==> src/rtl/tx_fifo_param.sv <==
// Parametrised first-word-fall-through transmit FIFO.
// Sits between the Triple-DES datapath and the I2C slave transmitter.
// Occupancy is kept in its own register rather than decoded from the pointers,
// so full and empty are never ambiguous when the pointers coincide.
// Status flags decode only registered state, so none of them depends
// combinationally on the enables or on flush.
module tx_fifo_param #(
    parameter int DATA_WIDTH = 8,
    parameter int DEPTH      = 8,
    parameter int AF_THRESH  = DEPTH - 1,
    parameter int AE_THRESH  = 1,
    localparam int CW        = $clog2(DEPTH) + 1
) (
    input  logic                  clk,
    input  logic                  n_rst,
    input  logic                  write_enable,
    input  logic [DATA_WIDTH-1:0] write_data,
    input  logic                  read_enable,
    input  logic                  flush,
    input  logic                  clear_errors,
    output logic [DATA_WIDTH-1:0] read_data,
    output logic                  fifo_empty,
    output logic                  fifo_full,
    output logic                  almost_empty,
    output logic                  almost_full,
    output logic [CW-1:0]         count,
    output logic                  overflow,
    output logic                  underflow
);

    localparam int AW = $clog2(DEPTH);
    localparam logic [CW-1:0] DEPTH_C = CW'(DEPTH);
    localparam logic [CW-1:0] AF_C    = CW'(AF_THRESH);
    localparam logic [CW-1:0] AE_C    = CW'(AE_THRESH);
    localparam logic [CW-1:0] CNT_ONE = CW'(1);
    localparam logic [AW-1:0] PTR_ONE = AW'(1);

    logic [DATA_WIDTH-1:0] mem_q [DEPTH];
    logic [AW-1:0]         wr_ptr_q, wr_ptr_d;
    logic [AW-1:0]         rd_ptr_q, rd_ptr_d;
    logic [CW-1:0]         count_q, count_d;
    logic                  overflow_q, overflow_d;
    logic                  underflow_q, underflow_d;

    logic empty_s, full_s;
    logic wr_acc_s, rd_acc_s;
    logic ovf_set_s, unf_set_s;

    assign empty_s = (count_q == {CW{1'b0}});
    assign full_s  = (count_q == DEPTH_C);

    // Decide which requests are accepted and which raise an error this cycle
    always_comb begin
        rd_acc_s  = 1'b0;
        wr_acc_s  = 1'b0;
        ovf_set_s = 1'b0;
        unf_set_s = 1'b0;
        if (flush) begin
            rd_acc_s  = 1'b0;
            wr_acc_s  = 1'b0;
            ovf_set_s = 1'b0;
            unf_set_s = 1'b0;
        end else begin
            rd_acc_s  = read_enable & ~empty_s;
            // A full FIFO still takes a write when the head leaves in the same cycle
            wr_acc_s  = write_enable & (~full_s | rd_acc_s);
            ovf_set_s = write_enable & full_s & ~read_enable;
            unf_set_s = read_enable & empty_s;
        end
    end

    // Next-state for pointers, occupancy and sticky error flags
    always_comb begin
        wr_ptr_d    = wr_ptr_q;
        rd_ptr_d    = rd_ptr_q;
        count_d     = count_q;
        overflow_d  = overflow_q;
        underflow_d = underflow_q;

        if (flush) begin
            wr_ptr_d = {AW{1'b0}};
            rd_ptr_d = {AW{1'b0}};
            count_d  = {CW{1'b0}};
        end else begin
            if (wr_acc_s) begin
                wr_ptr_d = wr_ptr_q + PTR_ONE;
            end else begin
                wr_ptr_d = wr_ptr_q;
            end
            if (rd_acc_s) begin
                rd_ptr_d = rd_ptr_q + PTR_ONE;
            end else begin
                rd_ptr_d = rd_ptr_q;
            end
            case ({wr_acc_s, rd_acc_s})
                2'b10:   count_d = count_q + CNT_ONE;
                2'b01:   count_d = count_q - CNT_ONE;
                default: count_d = count_q;
            endcase
        end

        // A new error in the same cycle as clear_errors keeps the flag set
        if (ovf_set_s) begin
            overflow_d = 1'b1;
        end else if (clear_errors) begin
            overflow_d = 1'b0;
        end else begin
            overflow_d = overflow_q;
        end
        if (unf_set_s) begin
            underflow_d = 1'b1;
        end else if (clear_errors) begin
            underflow_d = 1'b0;
        end else begin
            underflow_d = underflow_q;
        end
    end

    // Control state register with asynchronous reset
    always_ff @(posedge clk or negedge n_rst) begin
        if (!n_rst) begin
            wr_ptr_q    <= {AW{1'b0}};
            rd_ptr_q    <= {AW{1'b0}};
            count_q     <= {CW{1'b0}};
            overflow_q  <= 1'b0;
            underflow_q <= 1'b0;
        end else begin
            wr_ptr_q    <= wr_ptr_d;
            rd_ptr_q    <= rd_ptr_d;
            count_q     <= count_d;
            overflow_q  <= overflow_d;
            underflow_q <= underflow_d;
        end
    end

    // Storage array; stale contents are harmless because an empty FIFO drives zeros
    always_ff @(posedge clk) begin
        if (wr_acc_s) begin
            mem_q[wr_ptr_q] <= write_data;
        end
    end

    assign read_data    = empty_s ? {DATA_WIDTH{1'b0}} : mem_q[rd_ptr_q];
    assign fifo_empty   = empty_s;
    assign fifo_full    = full_s;
    assign almost_empty = (count_q <= AE_C);
    assign almost_full  = (count_q >= AF_C);
    assign count        = count_q;
    assign overflow     = overflow_q;
    assign underflow    = underflow_q;

endmodule

==> config.mk <==
export PLATFORM = sky130hd
export DESIGN_NAME = tx_fifo_param
export DESIGN_NICKNAME = d
export VERILOG_FILES = /design/src/rtl/tx_fifo_param.sv
export SDC_FILE = /design/constraint.sdc
export NUM_CORES = 1
export LEC_CHECK = 0
export CELL_PAD_IN_SITES_DETAIL_PLACEMENT = 2
export CELL_PAD_IN_SITES_GLOBAL_PLACEMENT = 2
export CORE_MARGIN = 8
export CORE_UTILIZATION = 45
export CTS_CLUSTER_SIZE = 16
export DETAILED_ROUTE_END_ITERATION = 12
export PLACE_DENSITY = 0.95
export SLEW_MARGIN = 30
export SYNTH_ARGS = -nofsm -noshare
export SYNTH_HDL_FRONTEND = slang
export SYNTH_SLANG_ARGS = --single-unit
==> constraint.sdc <==
create_clock -name clk -period 5.5 [get_ports clk]
set_input_delay 0.825 -clock clk [delete_from_list [all_inputs] [get_ports clk]]
set_output_delay 0.825 -clock clk [all_outputs]
set_load 0.02 [all_outputs]
* Word level (Yosys, flattened, before mapping) *
Memories as Yosys holds them, arrays and structs flattened.
Index checks and enable logic that the tools add are counted.

word-level totals
  flip-flop bits (word level) = 12
  bits in latches = 0
  memory bits (writable) = 64
  bits in read-only memories = 0
  input port bits = 14
  word-level logic and storage cells = 46
  memories kept = 1

memory list
  memory  words  width  read ports  clocked after memory_dff  wr ports  line  source
  mem_q   8      8      1           0                         1         38    logic [DATA_WIDTH-1:0] mem_q [DEPTH];

operators by class
  $add $sub $neg = 4
  multipliers = 0
  divide/modulo/power cells = 0
  $lt $le $gt $ge = 2
  eq/ne operators = 3
  shift-type cells = 0
  mux-type cells = 16
  bitwise operators = 9
  reductions and logical operators = 6

operators by type and width
  kind                                                            number
  2-to-1 mux 3 bit                                                4
  2-to-1 mux 1 bit                                                9
  2-to-1 mux 8 bit                                                1
  case mux 4 bit (2 select lines)                                 1
  nonzero test 2 bit                                              4
  adder 3 x 1 -> 3 bit, second input constant                     2
  AND 1 bit                                                       5
  adder 4 x 1 -> 4 bit, second input constant                     1
  == test 4 bit, second input constant                            1
  >= comparator 4 x 3 -> 1 bit, second input constant             1
  less-or-equal comparator 4 x 1 -> 1 bit, second input constant  1
  logical NOT 4 bit                                               1
  2-to-1 mux 4 bit                                                1
  subtractor 4 x 1 -> 4 bit, second input constant                1
  inverter 1 bit                                                  3
  nonzero test 3 bit                                              1
  == test 2 x 1 -> 1 bit, second input constant                   1
  == test 2 bit, second input constant                            1
  OR 1 bit                                                        1

* Logic depth before layout (Yosys ltp) *
  depth after elaboration = 9
  gate-level depth with buffers = 7
  gate-level depth less buffers = 6

* Least setup slack after synthesis *
Ideal clock, no wire load.

  kind = register -> output
  from = register count_q[0] (netlist: count[0])
  to = output port read_data[0]
  arrival = 1.747 ns
  data required time = 4.675 ns
  slack = 2.928 ns
  cell stages (with the launch flop) = 7
  cell sequence = dfrtp_1 inv_1 ha_1 or3b_1 buf_2 inv_1 nor2_1

between the ends
  word-level cells in the longest chain between the ends = 2

ends and longest elaborated chain
  item                    line  source
  start, declared         41    logic [CW-1:0] count_q, count_d;
  start signal, assigned  124   count_q <= {CW{1'b0}};
  start signal, assigned  130   count_q <= count_d;
  logical NOT 4 bit       49    assign empty_s = (count_q == {CW{1'b0}});
  named net fifo_empty    22    output logic fifo_empty,
  2-to-1 mux 8 bit        143   assign read_data = empty_s ? {DATA_WIDTH{1'b0}} : mem_q[rd_ptr_q];
  end, declared           21    output logic [DATA_WIDTH-1:0] read_data,

The timed path passes the listed nets, and every way through them passes these cells.

* Worst setup path after layout *
  from = register count_q[0] (netlist: count[0])
  to = output port fifo_empty

between the ends
  word-level cells in the longest chain between the ends = 1

ends and longest elaborated chain
  item               line
  logical NOT 4 bit  49
  end, declared      22

Every way passes these cells.

==> results_dict.tcl <==
set metrics [dict create \
    power_density_mw_per_mm2 448.2 \
    clk_path_buf_depth 2 \
    ios 32 \
    finalSetupTns_ns 0 \
    p_leak_nw 1.287 \
    vias 1905 \
    grt_use_total_pct 18.92 \
    clock_tree.root_cell "clkbuf_8" \
    cts_tree "yes" \
    period_share_pct 66.85 \
    synth_top_area_share_pct 58.67 \
    min_period_ns 3.677 \
    path_buf_inv 3 \
    synth-main-ff-cell "edfxtp_1" \
    final-hold-violation-count 0 \
    min_path_type "reg2reg" \
    rows 31 \
    cts_resized 0 \
    fin_nets 250 \
    layout-area-overhead-vs-synth_pct 19.25 \
    synth_edf_count 64 \
    routed_wl_um 8969 \
    path_depth 5 \
    worstPathCellList "inv_1, ha_1, or3b_1, inv_1, clkdlybuf4s50_1" \
    slew_violations 0 \
    postSynthAreaPerCell_um2 16.54 \
    fin_ws_ns 1.823 \
    initial_core_util_pct 45.90 \
    die-width_um 101.3 \
    seq_area_mm2 0.002223 \
    antenna_cells 0 \
    synthesis.nets 217 \
    synthesis.area_mm2 0.003276 \
    die_area_mm2 0.01027 \
    yosysMostFrequentCell "edfxtp_1" \
    fin_area_mm2 0.003906 \
    yosysWarningCount 0 \
    clk_pin_slew_ns 0.08 \
    core_area_mm2 0.007137 \
    setup_viol 0 \
    maxCapViolCount 0 \
    cp_common_cell "inv_1" \
    crit_fanout 9 \
    rr_worst_depth 6 \
    critPathMaxStageDelay_ns 0.68 \
    skew_ns 0.008952 \
    fill_cells 665 \
    max_freq_mhz 272.0 \
    first_global_vias 2173 \
    tightest_slew_ns 0.9750 \
    grt_max_degree 22 \
    arrival_ns 2.85 \
    antenna_found_initial 0 \
    grt_pass1_wl_um 13810 \
    whs_path_depth 2 \
    clock_sinks 76 \
    rsz0062_at_grt "no" \
    slew_headroom_pct 34.76 \
    peakVddDrop_uv 171.5 \
    cp-end-kind "primary output" \
    cp_top_family "buffers and inverters" \
    io_buffer_count 31 \
    synth_seq_cells 76 \
    pre_cts_ws_ns 2.098 \
    seq_area_frac_synth_pct 67.84 \
    drc 0 \
    synth_area_leader_cell "edfxtp_1" \
    drive_gt1_share_pct 15.74 \
    dp_hpwl_um 6012 \
    critical_path_class "reg2out" \
    cts_buffers 9 \
    synth_common_cells "edfxtp_1 (64), nor2_1 (22), mux4_2 (16)" \
    routabilityCongestion 0.7433 \
    synthTopCellsByArea "edfxtp_1 (59%), mux4_2 (11%), dfrtp_1 (9.2%)" \
    clock_latency_ns 0.35 \
    die-height_um 101.3 \
    status "completed" \
    viasPerCell 5.704 \
    cp.required_ns 4.68 \
    critPathLaunchType "flip-flop" \
    drt_first_pass_iters 4 \
    multi_input_area_um2 992.2 \
    yosysUniqueCellTypes 38 \
    cts_setup_buffers 0 \
    grt-ovfl-total 0 \
    syn_inst 198 \
    drt_iter0_markers 87 \
    crit_slowest_cell "clkdlybuf4s50_1" \
    cts_hold_buf 0 \
    htree_levels 3 \
    wl_per_cell_um 26.85 \
    p_total_mw 1.751 \
    synthArstFlopShare_pct 15.79 \
    place_area_mm2 0.003671 \
    ant_nets 0 \
]
per-layer routing:
metal	part of all wire [%]	vias up	GRT usage [%]	routed length (um)
li1	-	835	-	-
met5	0	-	0	0
met1	41	1011	23.11	3682
met2	54	50	33.40	4881
met4	1.2	0	6.415	108
met3	3.3	9	2.749	297
worst register-to-register path, stage by stage, from the launching register on:
cell	delay [ns]
dfrtp_1	0.51
inv_1	0.09
ha_1	0.34
nand4bb_1	0.26
and3b_1	0.23
nand2_1	0.15
nor2_1	0.79
placed cells by master, fill, tap and decap left out, types with 3 or more instances in the layout:
cell type,count
mux2i_1,8
nor2_1,20
ha_1,5
nand2b_1,5
inv_1,7
nand4b_1,3
xor2_1,4
edfxtp_1,64
clkdlybuf4s50_1,31
nand3_1,6
dfrtp_1,11
clkbuf_8,9
mux4_2,16
nand2_1,10
bufinv_16,3
report_power, final:
part           total (mW)  leakage, nW  internal (mW)  switching (mW)
combinational       0.513        0.436          0.247           0.265
clock               0.507        0.114          0.300           0.207
sequential          0.731        0.738          0.652          0.0789
registers in the layout (all words and copies together), names as in the netlist:
| register | flops |
|---|---|
| mem_q | 64 |
| count | 4 |
| rd_ptr_q | 3 |
| wr_ptr_q | 3 |
| overflow | 1 |
| underflow | 1 |
cell type report:
cell class	count	area share (%)
clock buffer	11	3.363
inverter	7	0.6726
timing repair buffer	31	7.944
tap	99	3.171
multi-input combinational	106	25.40
clock inverter	4	2.530
sequential	76	56.92
cell families after synthesis:
kind of cell / Yosys count / synth area share, %
xor gates and xnor gates: 4 / 1.069
AOI/OAI and AO/OA: 12 / 3.324
DFF: 76 / 67.84
buffers and inverters: 16 / 2.330
adders and majority gates: 5 / 1.910
muxes: 24 / 13.45
and+or+nand+nor: 61 / 10.08
through the flow:
stage          hold WS (ns)  util (%)  std cells
6_report             0.5628     54.73        334
5_1_grt              0.5848     54.73        334
4_1_cts              0.5637     54.66        334
3_5_place_dp         0.5365     51.44        319
3_3_place_gp         0.5069     51.28        319
2_1_floorplan        0.5294         -        198
final timing paths:
path                           from     endpoint  slack [ns]
hold / removal             overflow     overflow        0.56
setup reg to reg           count[0]  mem_q[7][6]        2.76
min in group asynchronous     n_rst  wr_ptr_q[0]        0.89
max in group asynchronous     n_rst  rd_ptr_q[0]        4.13
hold reg to reg            overflow     overflow        0.56
setup / recovery           count[0]   fifo_empty        1.82
(Power assumes the default switching activity.)
